--- src/rtl/fib_pkg.sv ---
// Shared constants and types for the FIB <-> SPI byte path.
// Contents: field widths, packet byte counts, transmitter state type.
package fib_pkg;
  localparam int PREFIX_W       = 64;
  localparam int META_W         = 8;
  localparam int DATA_W         = 256;

  localparam int INTEREST_BYTES = (META_W + PREFIX_W) / 8;           // 9
  localparam int DATA_BYTES     = (META_W + PREFIX_W + DATA_W) / 8;  // 41

  typedef enum logic [1:0] {
    IDLE,
    SEND,
    DONE
  } fib_tx_state_t;
endpackage

--- src/rtl/fib_spi_tx.sv ---
// fib_spi_tx: byte-serial transmitter, FIB -> SPI.
// Takes one interest ({metadata, prefix}) or data ({metadata, prefix, data})
// packet in parallel and streams it MSB byte first, one byte per accepted beat.
// Ports:
//   clk, rst                 clock, synchronous active-high reset
//   pkt_valid/pkt_ready      packet handshake (ready = transmitter idle)
//   pkt_is_data              1 = data packet, 0 = interest packet
//   pkt_metadata/prefix/data packet fields (data ignored for interest)
//   TX_ready                 SPI side takes the presented byte this cycle
//   FIB_to_SPI_data_flag     data_FIB_to_SPI holds a valid byte
//   data_FIB_to_SPI          current byte (00 when flag is low)
//   tx_last                  current byte is the final one of the packet
//   tx_done                  one-cycle pulse after the final byte is taken
module fib_spi_tx
  import fib_pkg::*;
#(
  parameter int PREFIX_W = fib_pkg::PREFIX_W,
  parameter int META_W   = fib_pkg::META_W,
  parameter int DATA_W   = fib_pkg::DATA_W
) (
  input  logic                clk,
  input  logic                rst,
  input  logic                pkt_valid,
  input  logic                pkt_is_data,
  input  logic [META_W-1:0]   pkt_metadata,
  input  logic [PREFIX_W-1:0] pkt_prefix,
  input  logic [DATA_W-1:0]   pkt_data,
  output logic                pkt_ready,
  input  logic                TX_ready,
  output logic                FIB_to_SPI_data_flag,
  output logic [7:0]          data_FIB_to_SPI,
  output logic                tx_last,
  output logic                tx_done
);

  localparam int SR_W      = META_W + PREFIX_W + DATA_W;
  localparam int INT_BYTES = (META_W + PREFIX_W) / 8;
  localparam int ALL_BYTES = SR_W / 8;

  fib_tx_state_t state, state_nxt;
  logic [SR_W-1:0] sr;
  logic [5:0]      cnt;

  logic byte_take;
  assign byte_take = (state == SEND) && TX_ready;

  always_ff @(posedge clk) begin
    if (rst) begin
      state <= IDLE;
      sr    <= '0;
      cnt   <= '0;
    end else begin
      state <= state_nxt;
      if (state == IDLE && pkt_valid) begin
        // Left-aligned: an interest leaves the payload slot zero and simply
        // stops after its 9 bytes.
        sr  <= pkt_is_data ? {pkt_metadata, pkt_prefix, pkt_data}
                           : {pkt_metadata, pkt_prefix, {DATA_W{1'b0}}};
        cnt <= pkt_is_data ? 6'(ALL_BYTES) : 6'(INT_BYTES);
      end else if (byte_take && cnt != '0) begin
        sr  <= {sr[SR_W-9:0], 8'h00};
        cnt <= cnt - 6'd1;
      end
    end
  end

  always_comb begin
    state_nxt = state;
    case (state)
      IDLE:    if (pkt_valid) state_nxt = SEND;
      SEND:    if (byte_take && cnt == 6'd1) state_nxt = DONE;
      DONE:    state_nxt = IDLE;
      default: state_nxt = IDLE;
    endcase
  end

  // All outputs are pure decodes of registered state, so nothing here
  // depends combinationally on TX_ready or pkt_valid.
  always_comb begin
    pkt_ready            = 1'b0;
    FIB_to_SPI_data_flag = 1'b0;
    data_FIB_to_SPI      = 8'h00;
    tx_last              = 1'b0;
    tx_done              = 1'b0;
    case (state)
      IDLE: pkt_ready = 1'b1;
      SEND: begin
        FIB_to_SPI_data_flag = 1'b1;
        data_FIB_to_SPI      = sr[SR_W-1 -: 8];
        tx_last              = (cnt == 6'd1);
      end
      DONE: tx_done = 1'b1;
      default: ;
    endcase
  end

endmodule

--- config.mk ---
export PLATFORM = sky130hd
export DESIGN_NAME = fib_spi_tx
export DESIGN_NICKNAME = d
export VERILOG_FILES = /design/src/rtl/fib_pkg.sv /design/src/rtl/fib_spi_tx.sv
export SDC_FILE = /design/constraint.sdc
export NUM_CORES = 1
export LEC_CHECK = 0
export ABC_CLOCK_PERIOD_IN_PS = 3050
export BUFFER_PORTS_ARGS = -buffer_cell sky130_fd_sc_hd__buf_2
export CAP_MARGIN = 10
export CORE_MARGIN = 4
export CORE_UTILIZATION = 35
export CTS_BUF_LIST = sky130_fd_sc_hd__clkbuf_4
export DETAILED_ROUTE_END_ITERATION = 6
export PLACE_DENSITY = 0.68
export SYNTH_ARGS = -nofsm -noshare
export SYNTH_HDL_FRONTEND = slang
export SYNTH_SLANG_ARGS = --single-unit
--- constraint.sdc ---
create_clock -name clk -period 3.05 [get_ports clk]
set_clock_uncertainty 0.15 [all_clocks]
set_input_delay 0.305 -clock clk [delete_from_list [all_inputs] [get_ports clk]]
set_output_delay 0.305 -clock clk [all_outputs]
set_load 0.02 [all_outputs]
==> flow_summary.toml, run 1 <==
[yosys]
synth-seq-cells = 336
synthCells = 1895
synthTopCellsByArea = "dfxtp_1 (44%), a311oi_1 (15%), nand3_1 (8.1%)"
synth_fp_nets = 2231
synth_top_area_share_pct = 43.8
synth_top_cell_by_area = "dfxtp_1"
synth-seq-area-share_pct = 43.8
yosysWarningCount = 0
async_reset_ff_share_pct = 0
synthDistinctLibCells = 39
synth_area_mm2 = 0.0154
avgSynthCellArea_um2 = 8.11
ys.flop_type = "dfxtp_1"
synth_edf_count = 0

[hold_path]
worstHoldPathType = "in -> reg"

[setup_path]
crit_path_max_incr_delay_ns = 0.61
crit_arrival_ns = 3.47
cpLargestDelayFamily = "buffers and inverters"
cp.buffers_inverters = 3
critPathKind = "reg -> reg"
crit_slowest_cell = "dlygate4sd3_1"
cp-end-kind = "flop"
crit_path_max_fanout = 33
cp_cell_sequence = "inv_1 > ha_1 > nand4bb_1 > o211ai_4 > clkbuf_16 > nor2_1 > a311oi_1 > dlygate4sd3_1"
cp-start-kind = "flop"
cp.required_ns = 3.60

[die]
core_mm2 = 0.0433
die_h_um = 218
design.die.area_mm2 = 0.0473
pin_count = 345
die_w_um = 218
rows = 76
start_util_pct = 35.5

[cts]
clk_latency_ns = 0.78
cts_buffers = 91
max-clock-path-buffers = 3
cts_max_level = 3
cts_tree = "built"
clock_sink_count = 336
cts_setup_buffers = 0
cts-root-buf = "clkbuf_4"
path_clk_slew_ns = 0.07

[global_route]
grt_max_degree = 167
grt_pass1_vias = 17786
grtUsageTotal_pct = 23.3
grt_pass1_wl_mm = 90.9
grt-ovfl-total = 0
antenna_found_initial = 3

[place]
place_ws_ns = 0.573
dp_hpwl_mm = 31.6
gp_congestion = 0.850
port_buffers = 344
placed_cell_area_mm2 = 0.0174
dp.cells = 2660

[final_layout]
nFillCells = 3749
nets = 2949
syn2layout_area_growth_pct = 50.1
final_area_mm2 = 0.0231
final_common_cell = "dlygate4sd3_1"
regArea_mm2 = 0.00673
multi_input_area_mm2 = 0.00767
final_cells = 3264
layout_common_cells = "dlygate4sd3_1 (443), buf_2 (342), dfxtp_1 (336)"
drive_above_1_share_pct = 24.7
utilization_pct = 53.3

[routing]
routed_wl_mm = 57.7
drcViolationCount = 0
first_iter_violations = 2108
dr.pass1.iters = 6
antenna_violating_nets_post_route = 0
routed_via_density = 5.47
num_vias = 17865
wl_per_cell_um = 17.7

[power_and_ir_drop]
ir_drop_mv = 0.328
clkPwrFrac_pct = 34.0
power_density_mw_per_mm2 = 520
seqPwrFrac_pct = 43.3
intPower_mw = 8.34
p_leak_nw = 8.87
swShare_pct = 30.5
switching_power_mw = 3.67
combinationalPowerShare_pct = 22.7

[sta]
worst_pin_slew_ns = 0.857
setup_viol = 0
post-route-period-util_pct = 95.8
drv_slew = 0
final.min_clock_period_ns = 2.92
finalHoldViolations = 0
max_freq_mhz = 342
rsz0062_at_grt = "yes"
slew_headroom_pct = 42.8
post-route-worst-setup-slack_ns = 0.128

[status]
run_status = "completed"

[job]
maxCapViolCount = 0
-- power by group through the flow --
stage,Combinational [mW],Sequential [mW],Clock (mW)
3_5_place_dp,2.14,5.27,0
3_3_place_gp,2.08,5.26,0
6_report,2.72,5.20,4.08
2_1_floorplan,1.54,5.19,0
5_1_grt,2.99,5.24,4.44
4_1_cts,2.62,5.18,4.19
-- tightest hold or removal path, stage by stage --
cell and delay (ns):
buf_6 0.27, buf_12 0.26, nand3_1 0.07, a311oi_1 0.08
-- final cells by class --
cell class                 instances  share of cell area (%)
antenna                            4                  0.0434
clock buffer                     137                    4.46
clock inverter                    18                   0.548
inverter                           4                  0.0651
multi-input combinational       1347                    33.3
sequential                       336                    29.2
tap                              585                    3.17
timing repair buffer             833                    29.3
-- per-layer routing --
| metal | routed length, µm | GRT usage (%) |
|---|---|---|
| met1 | 23100 | 28.4 |
| met2 | 27300 | 38.5 |
| met3 | 4580 | 4.93 |
| met4 | 2730 | 12.1 |
| met5 | 0 | 0 |
-- cells in the mapped netlist (all sizes together) (2+ instances only) --
cell type  count
a22oi          8
nor4           2
and2           9
o211ai         2
nor3           6
buf           69
nand3        249
a21oi         66
dfxtp        336
ha             3
clkbuf       139
inv            4
nand2        329
a311oi       257
xor2           2
nor2b          2
a211oi        66
nor2         332
-- repair_timing --
item	4_1_cts	5_1_grt
hold endpoints to repair	336	0
resized for setup	0	6
hold buffers	443	0
endpoints found under the setup margin	0	44
-- cells by family (layout without fill, tap and decap cells) --
family / count (synthesis) / count (layout) / synth area share, %
AND/OR/NAND/NOR: 938 / 938 / 26.6
AO/OA/AOI/OAI: 404 / 404 / 22.8
flip-flops: 336 / 336 / 43.8
buffers and inverters: 212 / 992 / 6.50
adder cells (fa/ha/maj): 3 / 3 / 0.244
XOR/XNOR: 2 / 2 / 0.114
other: 0 / 4 / 0
-- through the flow --
step	power [mW]	TNS (ns)	hold WS, ns
2_1_floorplan	6.73	0	0.287
3_3_place_gp	7.34	0	0.304
3_5_place_dp	7.41	0	0.309
4_1_cts	12.0	0	0.0471
5_1_grt	12.7	-0.0249	0.106
6_report	12.0	0	0.148
-- final timing paths --
kind                     from      end  slack (ns)  cells after the start
hold / removal    pkt_is_data   sr[60]        0.15                      4
setup reg to reg       cnt[0]   sr[52]        0.13                      8
hold reg to reg       sr[247]  sr[255]        0.29                      2
setup / recovery       cnt[0]   sr[52]        0.13                      8
-- registers in the layout, summed over array words and instances, names as in the netlist --
signal,cells
cnt,6
state,2
sr,328
No activity file was read; power rests on OpenSTA's default activity.
==> run 2, diff against run 1 <==
- CORE_MARGIN: 4 -> 2
- CTS_BUF_LIST: sky130_fd_sc_hd__clkbuf_4 -> not set
==> run 2 against run 1 <==
  * Fmax rose by 6.3%
  * Highest routed layer is now met5
  * Worst hold slack got worse by 0.063 ns
  * Count of clock-buffer cells in the layout fell by 81
  * Critical path depth fell by 5
  * Flip-flop and latch count did not move
  * Die area fell by 3.6%
  * Worst setup slack improved by 0.17 ns
  * First-iteration DRC count fell by 30%
  * Sequential power barely moved
  * Critical endpoint is now tx_last
  * Core utilization fell by 2.3 points
  * Combinational power fell by 8.1%
==> flow_summary.toml, run 2 (synthesized netlist as in run 1, its figures left out) <==
[global_route]
grt_pass1_wl_mm = 83.5
grt-ovfl-total = 0
grt_max_degree = 162
antenna_found_initial = 5
grtUsageTotal_pct = 22.6
grt_pass1_vias = 16326

[routing]
dr.pass1.iters = 6
first_iter_violations = 1473
routed_via_density = 5.47
wl_per_cell_um = 17.7
antenna_violating_nets_post_route = 0
drcViolationCount = 0
routed_wl_mm = 54.0
num_vias = 16694

[sta]
rsz0062_at_grt = "no"
fin_setup_tns_ns = 0
max_freq_mhz = 364
setup_viol = 0
final.min_clock_period_ns = 2.75
drv_slew = 0
slew_headroom_pct = 38.4
finalHoldViolations = 0
worst_pin_slew_ns = 0.922
post-route-period-util_pct = 90.1

[cts]
cts_setup_buffers = 0
clock_sink_count = 336
cts-root-buf = "clkbuf_16"
cts_max_level = 2
cts_resized = 0
path_clk_slew_ns = 0.06
cts_buffers = 39
clk_latency_ns = 0.54
max-clock-path-buffers = 3
cts_hold_buf = 329
cts_tree = "built"

[final_layout]
biggestRegsByFlops = "sr: 328 flops, cnt: 6 flops, state: 2 flops"
largest-register = "sr"
nets = 2775
syn2layout_area_growth_pct = 43.2
layout_common_cells = "buf_2 (342), dfxtp_1 (336), nor2_1 (332)"
largest_register_ffs = 328
utilization_pct = 51.0
final_common_cell = "buf_2"
nFillCells = 3834
final_area_mm2 = 0.0220
drive_above_1_share_pct = 23.0

[hold_path]
hold-path-cell-count = 2
worstHoldPathType = "in -> reg"

[place]
gp_congestion = 0.854
dp_hpwl_mm = 30.6
port_buffers = 344
placed_cell_area_mm2 = 0.0174

[die]
start_util_pct = 35.6
die_h_um = 214
die_w_um = 214
core_mm2 = 0.0432
rows = 76
design.die.area_mm2 = 0.0456
pin_count = 345

[setup_path]
cpLargestDelayFamily = "simple AND/OR/NAND/NOR gates"
crit_path_max_fanout = 11
cp-start-kind = "flop"
cp-end-kind = "primary output"
cp.buffers_inverters = 1
critPathKind = "reg -> out"
cp.required_ns = 2.59
cp_num_cells = 3
crit_path_max_incr_delay_ns = 0.79
crit_arrival_ns = 2.29
reg2reg_depth = 8
cp_cell_sequence = "nor2b_1 > and3_1 > buf_2"
crit_slowest_cell = "nor2b_1"

[status]
run_status = "completed"

[job]
maxCapViolCount = 0

[power_and_ir_drop]
p_leak_nw = 8.36
power_density_mw_per_mm2 = 568
fin_total_pwr_mw = 12.5
ir_drop_mv = 0.365
-- run 2: cell count changes in the layout (fill, tap and decap cells not counted), sizes merged --
cell	before	now
dlygate4sd3	443	329
clkbuf	138	56
clkinv	14	5
buf	389	382
bufinv	2	4
-- run 2: cell type report --
class	instances	area (µm²)	share of cell area, %
timing repair buffer	711	5550	25.2
inverter	4	15.0	0.0682
sequential	336	6730	30.6
multi-input combinational	1347	7670	34.9
antenna	4	10.0	0.0455
clock inverter	11	161	0.733
clock buffer	56	1140	5.19
tap	585	732	3.32
-- run 2: metal layers --
metal / track usage [%] / vias to the layer above / routed length [µm]
li1: - / 7898 / -
met1: 27.6 / 7790 / 22000
met5: 0 / - / 25
met3: 4.73 / 200 / 3860
met2: 37.1 / 802 / 25400
met4: 12.9 / 4 / 2640
-- run 2: through the flow --
| step | hold slack (ns) | instances | setup WS, ns |
|---|---|---|---|
| after floorplan | 0.287 | 1895 | 1.16 |
| after global placement | 0.304 | 2654 | 0.530 |
| after detailed placement | 0.307 | 2654 | 0.544 |
| after CTS | 0.0475 | 3050 | 0.210 |
| after global routing | 0.0868 | 3053 | 0.0477 |
| final | 0.0848 | 3054 | 0.301 |
-- run 2: final timing paths --
path                            endpoint     start  slack, ns
worst max-delay path             tx_last  state[0]       0.30
worst min-delay path               sr[4]       rst       0.08
worst max register to register    sr[50]    cnt[0]       0.48
worst min register to register   sr[297]   sr[297]       0.32
-- run 2: power by group --
part / leakage, nW / internal [mW] / switching (mW)
clock network: 0.640 / 2.94 / 1.87
registers: 2.78 / 4.90 / 0.304
logic: 4.94 / 1.09 / 1.40
